### config.mk
export PLATFORM = sky130hd
export DESIGN_NAME = bin_to_bcd_seq_flat
export DESIGN_NICKNAME = d
export VERILOG_FILES = /design/src/rtl/clock_disp_pkg.sv /design/src/rtl/bin_to_bcd_seq_if.sv /design/src/rtl/bin_to_bcd_seq_add3.sv /design/src/rtl/bin_to_bcd_seq.sv /design/src/flat_wrapper.sv
export SDC_FILE = /design/constraint.sdc
export NUM_CORES = 1
export LEC_CHECK = 0
export ABC_AREA = 1
export CORE_ASPECT_RATIO = 1.25
export CORE_MARGIN = 10
export CORE_UTILIZATION = 40
export DETAILED_ROUTE_END_ITERATION = 8
export PLACE_DENSITY = 0.61
export SLEW_MARGIN = 25
export SYNTH_ARGS = -nofsm -noshare
export SYNTH_HDL_FRONTEND = slang
export SYNTH_SLANG_ARGS = --single-unit
### constraint.sdc
create_clock -name clk -period 1.7 [get_ports clk]
set_clock_uncertainty 0.1 [all_clocks]
set_input_delay 0.425 -clock clk [delete_from_list [all_inputs] [get_ports clk]]
set_output_delay 0.425 -clock clk [all_outputs]
set_load 0.01 [all_outputs]
### src/rtl/clock_disp_pkg.sv
// Shared clock-display types: converter FSM states, BCD blank code, decimal limit helper.
package clock_disp_pkg;

  typedef enum logic [1:0] {
    ST_IDLE  = 2'd0,
    ST_SHIFT = 2'd1,
    ST_DONE  = 2'd2
  } conv_state_e;

  localparam logic [3:0] BCD_BLANK = 4'hF;

  // Largest value representable in n decimal digits (10^n - 1).
  function automatic logic [31:0] dec_max(input int n);
    logic [31:0] p;
    p = 32'd1;
    for (int i = 0; i < n; i++) begin
      p = p * 32'd10;
    end
    return p - 32'd1;
  endfunction

endpackage

### src/rtl/bin_to_bcd_seq_if.sv
// Valid/ready bundle between a binary producer and the BCD converter.
interface bin_to_bcd_seq_if #(
  parameter int WIDTH  = 6,
  parameter int DIGITS = 2
);
  logic                  in_valid;
  logic                  in_ready;
  logic [WIDTH-1:0]      in_data;
  logic                  out_valid;
  logic                  out_ready;
  logic [4*DIGITS-1:0]   out_bcd;
  logic                  out_ovf;

  modport master (
    output in_valid, in_data, out_ready,
    input  in_ready, out_valid, out_bcd, out_ovf
  );

  modport slave (
    input  in_valid, in_data, out_ready,
    output in_ready, out_valid, out_bcd, out_ovf
  );
endinterface

### src/rtl/bin_to_bcd_seq_add3.sv
// One BCD digit correction step of shift-and-add-3 (purely combinational).
module bcd_add3_digit (
  input  logic [3:0] d,
  output logic [3:0] q
);
  assign q = (d >= 4'd5) ? (d + 4'd3) : d;
endmodule

### src/rtl/bin_to_bcd_seq.sv
// Sequential binary-to-BCD: WIDTH shift cycles after accept, result held in DONE until out_ready.
// BIN_TO_BCD_BLANK_EN enables leading-zero blanking of the presented digits.
module bin_to_bcd_seq
  import clock_disp_pkg::*;
#(
  parameter int WIDTH  = 6,
  parameter int DIGITS = 2
) (
  input logic             clk,
  input logic             rst_n,
  bin_to_bcd_seq_if.slave bus
);

  localparam int BW = 4 * DIGITS;
  localparam int CW = (WIDTH > 17) ? WIDTH : 17;
  localparam int NW = $clog2(WIDTH + 1);
  localparam logic [CW-1:0] MAX_VAL = CW'(dec_max(DIGITS));

  localparam logic [1:0] IDLE  = 2'(ST_IDLE);
  localparam logic [1:0] SHIFT = 2'(ST_SHIFT);
  localparam logic [1:0] DONE  = 2'(ST_DONE);

  logic [1:0]       state;
  logic [WIDTH-1:0] bin;
  logic [BW-1:0]    bcd;
  logic [BW-1:0]    corr;
  logic [BW-1:0]    bcd_shifted;
  logic [BW-1:0]    fmt;
  logic [BW-1:0]    out_bcd_q;
  logic [NW-1:0]    cnt;
  logic             ovf;
  logic             out_ovf_q;

  for (genvar g = 0; g < DIGITS; g++) begin : g_digit
    bcd_add3_digit u_add3 (
      .d (bcd[4*g +: 4]),
      .q (corr[4*g +: 4])
    );
  end

  assign bcd_shifted = {corr[BW-2:0], bin[WIDTH-1]};

  // Presentation value is built from the final shift so it can be registered on entry to DONE.
  always_comb begin
    fmt = bcd_shifted;
`ifdef BIN_TO_BCD_BLANK_EN
    begin : blank
      logic lead;
      lead = 1'b1;
      for (int i = DIGITS - 1; i >= 1; i--) begin
        if (lead && (bcd_shifted[4*i +: 4] == 4'd0)) begin
          fmt[4*i +: 4] = BCD_BLANK;
        end else begin
          lead = 1'b0;
        end
      end
    end
`endif
    if (ovf) begin
      fmt = {DIGITS{4'h9}};
    end
  end

  always_ff @(posedge clk or negedge rst_n) begin
    if (!rst_n) begin
      state     <= IDLE;
      bin       <= '0;
      bcd       <= '0;
      cnt       <= '0;
      ovf       <= 1'b0;
      out_bcd_q <= '0;
      out_ovf_q <= 1'b0;
    end else begin
      case (state)
        IDLE: begin
          if (bus.in_valid) begin
            bin   <= bus.in_data;
            bcd   <= '0;
            cnt   <= NW'(WIDTH);
            ovf   <= CW'(bus.in_data) > MAX_VAL;
            state <= SHIFT;
          end
        end
        SHIFT: begin
          bcd <= bcd_shifted;
          bin <= bin << 1;
          cnt <= cnt - NW'(1);
          if (cnt == NW'(1)) begin
            state     <= DONE;
            out_bcd_q <= fmt;
            out_ovf_q <= ovf;
          end
        end
        DONE: begin
          if (bus.out_ready) begin
            state <= IDLE;
          end
        end
        default: state <= IDLE;
      endcase
    end
  end

  assign bus.in_ready  = (state == IDLE);
  assign bus.out_valid = (state == DONE);
  assign bus.out_bcd   = out_bcd_q;
  assign bus.out_ovf   = out_ovf_q;

endmodule

### src/flat_wrapper.sv
// flat-port wrapper written by rule: the top's interface ports become plain ports
module bin_to_bcd_seq_flat import clock_disp_pkg::*;
#(
  parameter int WIDTH  = 6,
  parameter int DIGITS = 2
)
  (clk, rst_n, bus_in_valid, bus_in_data, bus_out_ready, bus_in_ready, bus_out_valid, bus_out_bcd, bus_out_ovf);
  bin_to_bcd_seq_if #(.WIDTH(WIDTH), .DIGITS(DIGITS)) bus_i ();
  input logic clk;
  input logic rst_n;
  input wire logic [$bits(bus_i.in_valid)-1:0] bus_in_valid;
  input wire logic [$bits(bus_i.in_data)-1:0] bus_in_data;
  input wire logic [$bits(bus_i.out_ready)-1:0] bus_out_ready;
  output wire logic [$bits(bus_i.in_ready)-1:0] bus_in_ready;
  output wire logic [$bits(bus_i.out_valid)-1:0] bus_out_valid;
  output wire logic [$bits(bus_i.out_bcd)-1:0] bus_out_bcd;
  output wire logic [$bits(bus_i.out_ovf)-1:0] bus_out_ovf;
  assign bus_i.in_valid = bus_in_valid;
  assign bus_i.in_data = bus_in_data;
  assign bus_i.out_ready = bus_out_ready;
  assign bus_in_ready = bus_i.in_ready;
  assign bus_out_valid = bus_i.out_valid;
  assign bus_out_bcd = bus_i.out_bcd;
  assign bus_out_ovf = bus_i.out_ovf;
  bin_to_bcd_seq #(.WIDTH(WIDTH), .DIGITS(DIGITS)) u_core (.clk(clk), .rst_n(rst_n), .bus(bus_i));
endmodule
# ---- Word level (Yosys, flattened, before mapping)
# Index checks and enable logic that the tools add are counted.
dict set report op_classes {
  add_sub_neg 3
  magnitude_cmp 2
  n_eq_ne 6
  muxes 12
  n_reduce_logical 5
}
# operator count
set op_table {}
lappend op_table {{$pmux 8 s2} 1}
lappend op_table {{$pmux 6 s2} 1}
lappend op_table {{$ge 4x3->1 const B} 2}
lappend op_table {{$mux 8} 1}
lappend op_table {{$mux 2} 3}
lappend op_table {{$mux 3} 2}
lappend op_table {{$mux 6} 1}
lappend op_table {{$pmux 2 s3} 1}
lappend op_table {{$pmux 3 s2} 1}
lappend op_table {{$add 4x2->4 const B} 1}
lappend op_table {{$mux 4} 1}
lappend op_table {{$ne 2x2->1 const B} 2}
lappend op_table {{$reduce_and 2->1} 2}
lappend op_table {{$add 3x2->3 const B} 1}
lappend op_table {{$eq 3x1->1 const B} 1}
lappend op_table {{$reduce_and 3->1} 1}
lappend op_table {{$sub 3x1->3 const B} 1}
lappend op_table {{$eq 2x1->1 const B} 1}
lappend op_table {{$eq 2x2->1 const B} 1}
lappend op_table {{$logic_not 2->1} 1}
lappend op_table {{$ne 2x1->1 const B} 1}
lappend op_table {{$reduce_bool 2->1} 1}
dict set report word_totals {
  ff_bits 27
  in_bits 10
  out_inout_bits 11
  word_cells 33
}

# ---- Logic depth before layout (Yosys ltp)
# Gate-level depths: netlist (run 1).
dict set report logic_depth {
  word_depth 3
  mapped_depth 8
  depth_no_buf 8
}

# ---- Cells and area by module
# From an unflattened synthesis (run 1), not the netlist that was laid out.
dict set report unflattened {
  hier_cells 180
  hier_area_um2 1493.9
}
# mod n_inst cells_each area_each_um2 seq_area_each_um2
set modules_own_cells {}
lappend modules_own_cells {bin_to_bcd_seq 1 134 1223.7 675.6}
lappend modules_own_cells {bcd_add3_digit 2 23 135.1 0.0}

# ---- Least setup slack after synthesis (run 1)
# No wires, ideal clock.
dict set report synth_path {
  path_kind {register to register}
  from {register u_core.cnt[1]}
  to {register u_core.out_bcd_q[7] (netlist: u_core.bus.out_bcd[7])}
  setup_time_ns 0.124
  arrival_ns 1.100
  t_required_ns 1.476
  setup_slack_ns 0.376
  path_stages_with_launch 9
  path_buffers 1
  period_less_slack_ns 1.324
  path_cell_list {dfrtp_1 -> inv_1 -> ha_1 -> inv_1 -> nor2_1 -> nand2_4 -> buf_6 -> nand2_1 -> o21ai_1}
}
dict set report synth_between {
  elab_chain_cells 2
}
# element line_no
set synth_lines {}
lappend synth_lines {{start, declared} bin_to_bcd_seq.sv:30} ;# logic [NW-1:0] cnt;
lappend synth_lines {{start signal, assigned} bin_to_bcd_seq.sv:79} ;# cnt <= NW'(WIDTH);
lappend synth_lines {{start signal, assigned} bin_to_bcd_seq.sv:87} ;# cnt <= cnt - NW'(1);
lappend synth_lines {{$eq 3x1->1} bin_to_bcd_seq.sv:88} ;# if (cnt == NW'(1)) begin
lappend synth_lines {{$reduce_and 2->1 (no line)} n/a}
lappend synth_lines {{end signal, assigned} bin_to_bcd_seq.sv:90} ;# out_bcd_q <= fmt;
lappend synth_lines {{end, declared} bin_to_bcd_seq.sv:29} ;# logic [BW-1:0] out_bcd_q;
# Every way passes these cells.
# A chain may end at the register's enable or synchronous reset.

# ---- Worst setup path in the final report (run 1)
dict set report layout_path {
  from {register u_core.state[1]}
  to {output bus_out_valid}
}
dict set report layout_between {
  elab_chain_cells 1
}
# element line_no
set layout_lines {}
lappend layout_lines {{start, declared} bin_to_bcd_seq.sv:23} ;# logic [1:0] state;
lappend layout_lines {{start signal, assigned} bin_to_bcd_seq.sv:66} ;# state <= IDLE;
lappend layout_lines {{start signal, assigned} bin_to_bcd_seq.sv:81} ;# state <= SHIFT;
lappend layout_lines {{start signal, assigned} bin_to_bcd_seq.sv:89} ;# state <= DONE;
lappend layout_lines {{$eq 2x2->1} bin_to_bcd_seq.sv:105} ;# assign bus.out_valid = (state == DONE);
lappend layout_lines {{end, declared} flat_wrapper.sv:15} ;# output wire logic [$bits(bus_i.out_valid)-1:0] bus_out_valid;
# Every way passes these cells.

==> results of run 1 <==
layout by cell type (no fill, tap or decap), types with 2 or more instances in the layout:
master / n
nand3_1: 17
dlymetal6s2s_1: 2
inv_1: 12
ha_1: 6
nand4_1: 4
clkdlybuf4s50_1: 9
nand2_1: 52
o21ai_1: 5
nor2_1: 5
dlygate4sd2_1: 8
o22ai_1: 3
inv_2: 4
clkbuf_8: 3
o21ai_0: 3
buf_4: 5
dfrtp_1: 27
nand2_2: 4
metrics by stage:
| stage | instances | setup WS [ns] |
|---|---|---|
| 2_1_floorplan | 155 | 0.376 |
| 3_3_place_gp | 212 | 0.125 |
| 3_5_place_dp | 212 | 0.110 |
| 4_1_cts | 216 | 0.00120 |
| 5_1_grt | 216 | 0.00510 |
| 6_report | 216 | 0.0759 |
final timing paths:
check / startpoint / endpoint / cells after the start
max: u_core.state[1] / bus_out_valid / 3
max reg2reg: u_core.cnt[1] / u_core.bus.out_bcd[1] / 8
min: u_core.bin[0] / u_core.bin[0] / 2
min reg2reg: u_core.bin[0] / u_core.bin[0] / 2
max in group asynchronous: rst_n / u_core.bin[1] / 2
min in group asynchronous: rst_n / u_core.bus.out_bcd[0] / 2
state kept, by name (all words and copies together) (netlist names):
| signal | count |
|---|---|
| u_core.state | 2 |
| u_core.bus.out_bcd | 8 |
| u_core.bcd | 8 |
| u_core.bin | 6 |
| u_core.cnt | 3 |
worst min-delay path, delay by kind of cell (launching register included):
kind	cells	cell delay, ns
flip-flops	1	0.35
AND/OR/NAND/NOR	2	0.10
where the power goes:
group | leakage (uW) | switching [uW] | internal (uW) | total (uW)
Clock | 0.0000228 | 194 | 168 | 362
Combinational | 0.000499 | 877 | 571 | 1450
Sequential | 0.000339 | 170 | 927 | 1100
Total | 0.000860 | 1240 | 1670 | 2910
final cells by class:
class / count / area, um^2
Tap cell: 37 / 46.3
Timing Repair Buffer: 24 / 223
Fill cell: 323 / 1590
Multi-Input combinational cell: 108 / 557
Sequential cell: 27 / 676
Inverter: 16 / 60.1
Clock buffer: 4 / 45.0
metal layers:
| metal | global-route usage, % | vias up |
|---|---|---|
| li1 | - | 541 |
| met2 | 17.8 | 25 |
| met1 | 10.3 | 507 |
| met4 | 3.70 | 0 |
| met3 | 2.36 | 5 |
| met5 | 0 | - |
logic make-up (layout without fill, tap and decap cells):
| family | count (synthesis) | after routing |
|---|---|---|
| other | 1 | 1 |
| AO/OA/AOI/OAI | 16 | 16 |
| AND/OR/NAND/NOR | 85 | 85 |
| flip-flops | 27 | 27 |
| adder cells (fa/ha/maj) | 6 | 6 |
| buffers and inverters | 20 | 44 |
==> impl_metrics.py, run 1 <==
metrics = {
    "final_layout": {
        "nNetsFinal": 196,
        "layout-drive-gt1-share_pct": 11.7,
        "fin_util_pct": 50.3,
        "final_area_mm2": 0.00161,
        "n_antenna_cell": 0,
        "area_growth_pct": 20.8,
    },
    "critical_path": {
        "cpPeakStageDelay_ns": 0.41,
        "critPathArrivalTime_ns": 1.10,
        "r2r_slack_ns": 0.21,
        "path_max_fanout": 4,
        "cpMaxStageDelayCell": "dfrtp_1",
        "path_buf_inv": 2,
        "cp_data_required_time_ns": 1.17,
        "crit_family": "flip-flops",
        "critPathKind": "reg2out",
        "critPathCaptureType": "output pin",
        "path_cells": "inv_2 > nor2_1 > dlygate4sd2_1",
        "startpoint_type": "flop",
    },
    "sta": {
        "rsz0062_at_grt": "no",
        "period_minus_slack_ns": 1.62,
        "fin_crit_sh_pct": 95.5,
        "drv_slew": 0,
        "setup_viol": 0,
        "fmax_mhz": 616,
        "finalSetupTns_ns": 0,
        "hold_viol": 0,
        "hold_slack_ns": 0.376,
    },
    "placement": {
        "dpl_cell_area_mm2": 0.00157,
        "gp_congestion": 0.775,
        "hpwl_mm": 2.12,
        "portBuffers": 19,
    },
    "worst_hold_path": {
        "hold_class": "reg2reg",
    },
    "floorplanning": {
        "dieHeight_um": 84.5,
        "dieArea_mm2": 0.00605,
        "coreArea_mm2": 0.00319,
        "ios": 21,
        "initial_utilization_pct": 41.6,
        "die_x_um": 71.6,
        "core.rowCount": 23,
    },
    "global_route": {
        "grt_max_degree": 28,
        "grt_pass1_wl_mm": 4.98,
        "antenna_found_initial": 0,
        "overflow": 0,
        "grt_pass1_vias": 1138,
        "grt_usage_pct": 9.72,
    },
    "logic_synthesis": {
        "synth.top_cells.by_count": "nand2_1 (52), dfrtp_1 (27), nand3_1 (17)",
        "yosys.area.top_type": "dfrtp_1",
        "synth_edf_count": 0,
        "synth-xor-area-share_pct": 0,
        "yosysWarnings": 0,
        "yosysUniqueCellTypes": 23,
        "async_flop_share_pct": 100,
        "syn_nets": 171,
        "synthSimpleGateAreaFrac_pct": 28.4,
        "synth.most_common_cell": "nand2_1",
        "synth_flop_cell": "dfrtp_1",
        "synthMuxAreaShare_pct": 0,
        "synth_compound_area_share_pct": 7.53,
        "yosysTopAreaCellShare_pct": 50.8,
        "synthAdderAreaFrac_pct": 5.64,
        "synth_area_mm2": 0.00133,
        "synth_top_family_by_area": "simple AND/OR/NAND/NOR gates",
        "synthTopCellsByArea": "dfrtp_1 (51%), nand2_1 (15%), nand3_1 (6.4%)",
        "avgSynthCellArea_um2": 8.58,
        "synth_seq_area_share_pct": 50.8,
        "synth_cells": 155,
        "ys_seq_elements": 27,
    },
    "routing": {
        "drc_errors": 0,
        "wl_met1_mm": 1.23,
        "viasPerCell": 4.99,
        "met2WireLength_mm": 1.41,
        "highest_layer": "met4",
        "route.met3.wl_um": 125,
        "wl_per_cell_um": 13.0,
        "routed_wl_mm": 2.80,
        "num_vias": 1078,
        "ant_nets": 0,
        "drtIter0Drc": 45,
        "drt-pass1-iter-count": 6,
    },
    "clocking": {
        "cts_resized": 8,
        "cts_buffers": 3,
        "clk-insertion-delay-late_ns": 0.27,
        "path_clk_slew_ns": 0.09,
        "cts_tree": "done",
        "htree_levels": 1,
        "cts_buffer_depth": 2,
        "cts_setup_buffers": 0,
        "cts.sinks": 27,
        "root_buffer": "clkbuf_8",
        "postCtsHoldBufs": 0,
    },
    "job": {
        "drv_cap": 0,
    },
    "power_and_ir_drop": {
        "p_per_area_mw_per_mm2": 1810,
        "fin_total_pwr_uw": 2910,
        "vdd_drop_max_uv": 804,
        "p_leak_uw": 0.000860,
    },
    "status": {
        "status": "finished, final reports clean",
    },
}
No activity file was read; power rests on OpenSTA's default activity.
==> run 2: changes to the inputs <==
- CELL_PAD_IN_SITES_DETAIL_PLACEMENT: unset -> 1
- CELL_PAD_IN_SITES_GLOBAL_PLACEMENT: unset -> 2
- CORE_UTILIZATION: 40 -> 31
- PLACE_DENSITY: 0.61 -> 0.76
==> run 2 against run 1 <==
  * Global-route usage fell by 0.17 points
  * Clock power grew 2%
  * Wire length rose by 16%
  * First-iteration DRC count shrank 49%
  * Worst hold slack better by 0.0062 ns
  * Utilization is 11 points lower
  * Clock-buffer cell count unchanged
  * Sequential power barely moved
  * Critical endpoint unchanged
  * Largest power group unchanged
==> impl_metrics.py, run 2 (synthesis gave the netlist of run 1 again) <==
metrics = {
    "global_route": {
        "use_met2_pct": 17.6,
        "grt_use_met1_pct": 10.3,
        "overflow": 0,
        "antenna_found_initial": 0,
        "grt_util_met3_pct": 1.92,
        "top_usage_layer": "met2",
        "grt_pass1_vias": 1199,
        "grt_max_degree": 28,
        "grt_usage_pct": 9.55,
        "grt_pass1_wl_mm": 5.78,
    },
    "floorplanning": {
        "core.rowCount": 26,
        "ios": 21,
        "die_x_um": 78.6,
        "dieArea_mm2": 0.00733,
        "initial_utilization_pct": 32.2,
        "coreArea_mm2": 0.00413,
        "dieHeight_um": 93.2,
    },
    "clocking": {
        "path_clk_slew_ns": 0.09,
        "cts_tree": "done",
        "clk-insertion-delay-late_ns": 0.27,
        "root_buffer": "clkbuf_8",
        "cts.sinks": 27,
        "htree_levels": 1,
        "cts_buffer_depth": 2,
        "cts_buffers": 3,
        "cts_setup_buffers": 0,
    },
    "critical_path": {
        "cp_data_required_time_ns": 1.17,
        "r2r_start": "u_core.cnt[1]",
        "startpoint_type": "flop",
        "crit_start": "u_core.state[1]",
        "critPathCaptureType": "output pin",
        "path_max_fanout": 4,
        "critPathArrivalTime_ns": 1.11,
        "critPathKind": "reg2out",
    },
    "power_and_ir_drop": {
        "p_leak_uw": 0.000838,
        "p_per_area_mw_per_mm2": 1810,
        "vdd_drop_max_uv": 430,
    },
    "routing": {
        "num_vias": 1126,
        "drc_errors": 0,
        "drt-pass1-iter-count": 4,
        "ant_nets": 0,
        "drtIter0Drc": 23,
        "routed_wl_mm": 3.26,
        "wl_per_cell_um": 13.9,
        "viasPerCell": 4.79,
    },
    "final_layout": {
        "fin_util_pct": 39.3,
        "final_cell_mix": "nand2_1 (52), dfrtp_1 (27), nand3_1 (17), inv_1 (12), dlygate4sd2_1 (10)",
        "layout-drive-gt1-share_pct": 11.7,
        "layout_commonest_cell": "nand2_1",
        "nNetsFinal": 196,
        "multi_input_area_um2": 557,
        "area_growth_pct": 22.0,
        "n_antenna_cell": 0,
        "register_area_um2": 676,
        "n_fill_cell": 510,
    },
    "sta": {
        "finalSetupTns_ns": 0,
        "period_minus_slack_ns": 1.63,
        "hold_viol": 0,
        "drv_slew": 0,
        "setup_viol": 0,
        "hold_slack_ns": 0.382,
        "fin_crit_sh_pct": 95.9,
        "rsz0062_at_grt": "no",
        "fmax_mhz": 613,
    },
    "placement": {
        "hpwl_mm": 2.59,
        "portBuffers": 19,
        "gp_congestion": 0.772,
    },
    "worst_hold_path": {
        "hold_class": "reg2reg",
        "holdCritStartpoint": "u_core.cnt[2]",
    },
    "status": {
        "status": "finished, final reports clean",
    },
    "job": {
        "drv_cap": 0,
    },
}
## run 2: cell count changes in the layout (fill, tap and decap cells not counted), sizes merged
cell / delta
dlymetal6s2s: -2
dlygate4sd2: +2
## run 2: repair_timing
item	CTS	global route
gates resized for setup	10	0
endpoints found under the setup margin	10	0
endpoints found under the hold margin	0	0
hold buffers	0	0
## run 2: worst paths after layout
check                                        end  slack (ns)  cells after the start
max in group asynchronous  u_core.bus.out_bcd[4]        0.81                      2
hold / removal                     u_core.cnt[2]        0.38                      1
hold reg to reg                    u_core.cnt[2]        0.38                      1
setup / recovery                   bus_out_valid        0.07                      3
min in group asynchronous  u_core.bus.out_bcd[0]        0.43                      2
setup reg to reg           u_core.bus.out_bcd[4]        0.20                      8
## run 2: worst max-delay path: stages, from the launching register on
cell	delay (ns)
dfrtp_1	0.41
inv_2	0.10
nor2_1	0.04
dlygate4sd2_1	0.28
## run 2: power by group
| part | internal, uW | switching [uW] | leakage (uW) |
|---|---|---|---|
| Combinational | 563 | 909 | 0.000477 |
| Clock | 168 | 200 | 0.0000228 |
| Sequential | 927 | 172 | 0.000339 |
| Total | 1660 | 1280 | 0.000838 |
## run 2: metrics by stage
stage          setup WS (ns)  power (uW)  instances  area [um^2]
2_1_floorplan          0.376        2130        155         1330
3_3_place_gp           0.105        2610        231         1590
3_5_place_dp          0.0657        2690        231         1590
4_1_cts               0.0504        2990        235         1620
5_1_grt              0.00126        3260        235         1620
6_report              0.0697        2940        235         1620
## run 2: final cells by class
class                      count  area share [%]
tap                           56            4.32
sequential                    27            41.6
inverter                      16            3.70
timing repair buffer          24            13.3
multi-input combinational    108            34.3
clock buffer                   4            2.78
## run 2: layer usage
layer  up-vias  part of all wire, %
li1        544                    -
met1       560                   42
met2        17                   53
met3         5                  3.4
met4         0                  1.6
met5         -                    0
==> run 3: changes to the inputs <==
- ABC_AREA: 1 -> unset
- CORE_UTILIZATION: 31 -> 33
- HOLD_SLACK_MARGIN: unset -> 0.12
- clock period: 1.7 -> 1.85 ns (I/O delays scaled with it)
==> run 3 against run 2 <==
  * Area after synthesis is 1.6% higher
  * Power is 10% lower
  * Critical path depth is 2 lower
  * Die area is 3.5% lower
  * Final cell count is 11% lower
  * Worst setup slack better by 0.045 ns
  * Clock-buffer cell count is 1 lower
  * Sequential power is 6% lower
  * Worst hold slack better by 0.014 ns
  * Critical endpoint is now bus_out_bcd[3]
==> impl_metrics.py, run 3 <==
metrics = {
    "clocking": {
        "cts_tree": "done",
        "clk-insertion-delay-late_ns": 0.27,
        "root_buffer": "clkbuf_8",
        "path_clk_slew_ns": 0.09,
        "cts.sinks": 27,
        "htree_levels": 1,
        "cts_buffer_depth": 2,
        "cts_buffers": 3,
    },
    "critical_path": {
        "path_cells": "clkdlybuf4s50_1",
        "r2r_start": "u_core.bcd[4]",
        "path_max_fanout": 2,
        "critPathCaptureType": "output pin",
        "cpMaxStageDelayCell": "clkdlybuf4s50_1",
        "crit_start": "u_core.bus.out_bcd[3]",
        "critPathArrivalTime_ns": 1.17,
        "path_buf_inv": 1,
        "cp_data_required_time_ns": 1.29,
        "startpoint_type": "flop",
        "cpPeakStageDelay_ns": 0.54,
        "critPathKind": "reg2out",
        "crit_family": "buffers and inverters",
    },
    "placement": {
        "gp_congestion": 0.780,
        "dp_cells": 205,
        "dpl_cell_area_mm2": 0.00162,
        "portBuffers": 19,
        "hpwl_mm": 2.31,
    },
    "routing": {
        "drtIter0Drc": 30,
        "num_vias": 1010,
        "ant_nets": 0,
        "viasPerCell": 4.81,
        "routed_wl_mm": 3.09,
        "drt-pass1-iter-count": 3,
        "drc_errors": 0,
        "wl_per_cell_um": 14.7,
    },
    "final_layout": {
        "area_growth_pct": 24.2,
        "multi_input_area_um2": 614,
        "nNetsFinal": 173,
        "register_area_um2": 676,
        "n_fill_cell": 463,
        "layout_commonest_cell": "dfrtp_1",
        "final_cells": 210,
        "n_antenna_cell": 0,
        "layout-drive-gt1-share_pct": 14.1,
        "final_cell_mix": "dfrtp_1 (27), o21ai_0 (17), clkdlybuf4s50_1 (17), nand2_1 (12), a21oi_1 (10)",
        "final_area_mm2": 0.00168,
    },
    "floorplanning": {
        "core.rowCount": 25,
        "ios": 21,
        "die_x_um": 77.2,
        "dieHeight_um": 91.5,
        "coreArea_mm2": 0.00388,
        "dieArea_mm2": 0.00707,
        "initial_utilization_pct": 34.8,
    },
    "logic_synthesis": {
        "synthTopCellsByArea": "dfrtp_1 (50%), o21ai_0 (6.3%), ha_1 (5.6%)",
        "synth_cells": 131,
        "synth.most_common_cell": "dfrtp_1",
        "yosysTopAreaCellShare_pct": 50.0,
        "synth.top_cells.by_count": "dfrtp_1 (27), o21ai_0 (17), nand2_1 (12)",
        "yosysUniqueCellTypes": 28,
        "synth_seq_area_share_pct": 50.0,
        "async_flop_share_pct": 100,
        "avgSynthCellArea_um2": 10.3,
        "synth_edf_count": 0,
        "ys_seq_elements": 27,
        "synth_flop_cell": "dfrtp_1",
        "yosys.area.top_type": "dfrtp_1",
        "synth_area_mm2": 0.00135,
        "yosysWarnings": 0,
        "syn_nets": 147,
    },
    "global_route": {
        "antenna_found_initial": 0,
        "grt_usage_pct": 9.28,
        "grt_pass1_wl_mm": 5.53,
        "overflow": 0,
        "grt_pass1_vias": 1128,
        "grt_max_degree": 28,
    },
    "power_and_ir_drop": {
        "p_per_area_mw_per_mm2": 1570,
        "p_leak_uw": 0.000759,
        "fin_total_pwr_uw": 2640,
        "vdd_drop_max_uv": 590,
    },
    "sta": {
        "hold_slack_ns": 0.396,
        "setup_viol": 0,
        "drv_slew": 0,
        "fmax_mhz": 576,
        "finalSetupTns_ns": 0,
        "fin_crit_sh_pct": 93.8,
        "rsz0062_at_grt": "no",
        "period_minus_slack_ns": 1.74,
        "hold_viol": 0,
    },
    "status": {
        "status": "finished, final reports clean",
    },
    "worst_hold_path": {
        "holdCritStartpoint": "u_core.bus.out_bcd[7]",
        "hold_class": "reg2reg",
    },
    "job": {
        "drv_cap": 0,
    },
}
[run 3: worst paths after layout]
kind,end,slack [ns],cells past startpoint
hold reg to reg,u_core.bus.out_bcd[7],0.40,2
max in group asynchronous,u_core.bin[1],0.91,2
setup / recovery,bus_out_bcd[3],0.11,1
setup reg to reg,u_core.bcd[6],0.15,6
hold / removal,u_core.bus.out_bcd[7],0.40,2
min in group asynchronous,u_core.bus.out_bcd[4],0.47,2
[run 3: final cells by class]
cell class              count  area share, %
well taps                  54           4.03
flip-flops and latches     27           40.3
clock inverters             1          0.298
repair buffers             27           14.8
clock buffers               3           2.46
inverters                   7           1.57
multi-input cells          91           36.6
[run 3: worst reg2reg max path, cell delays in order (launching register included)]
cell and delay, ns:
dfrtp_1 0.43, inv_1 0.08, ha_2 0.20, nand2b_1 0.08, a21oi_2 0.18, mux2_2 0.36
o21ai_0 0.19
[run 3: cells by family (layout without fill, tap and decap cells)]
kind of cell	after synthesis	after routing	synth area share [%]
other cells	1	1	0.278
mux	6	6	5.18
fa+ha+maj	6	6	5.56
flops	27	27	50.0
buf+inv	13	38	4.72
xor+xnor	2	2	1.30
simple gates	33	33	13.5
compound gates	43	43	19.4
[run 3: routing by layer]
layer  track usage, %  vias to the layer above  part of all wire [%]
met5                0                        -                     0
met4             2.74                        0                   1.0
met3             2.56                        4                   4.7
met2             15.6                       19                    49
met1             11.2                      488                    45
li1                 -                      499                     -
[run 3: report_power, final]
| part | leakage, uW | switching [uW] | internal, uW |
|---|---|---|---|
| logic | 0.000391 | 626 | 654 |
| clock network | 0.0000255 | 183 | 151 |
| registers | 0.000342 | 187 | 838 |
[run 3: per-stage QoR]
stage	utilization (%)	worst slack, ns
final	43.3	0.114
after global routing	43.3	0.0103
after CTS	43.2	0.0897
after detailed placement	41.9	0.0992
after global placement	41.9	0.133
after floorplan	-	0.313
[run 3: timing repair]
item | CTS | global route
hold buffers | 0 | 0
pin swaps | 0 | 0
endpoints found under the setup margin | 2 | 1
setup buffers | 1 | 0
gates resized for setup | 2 | 1
gates cloned | 0 | 0
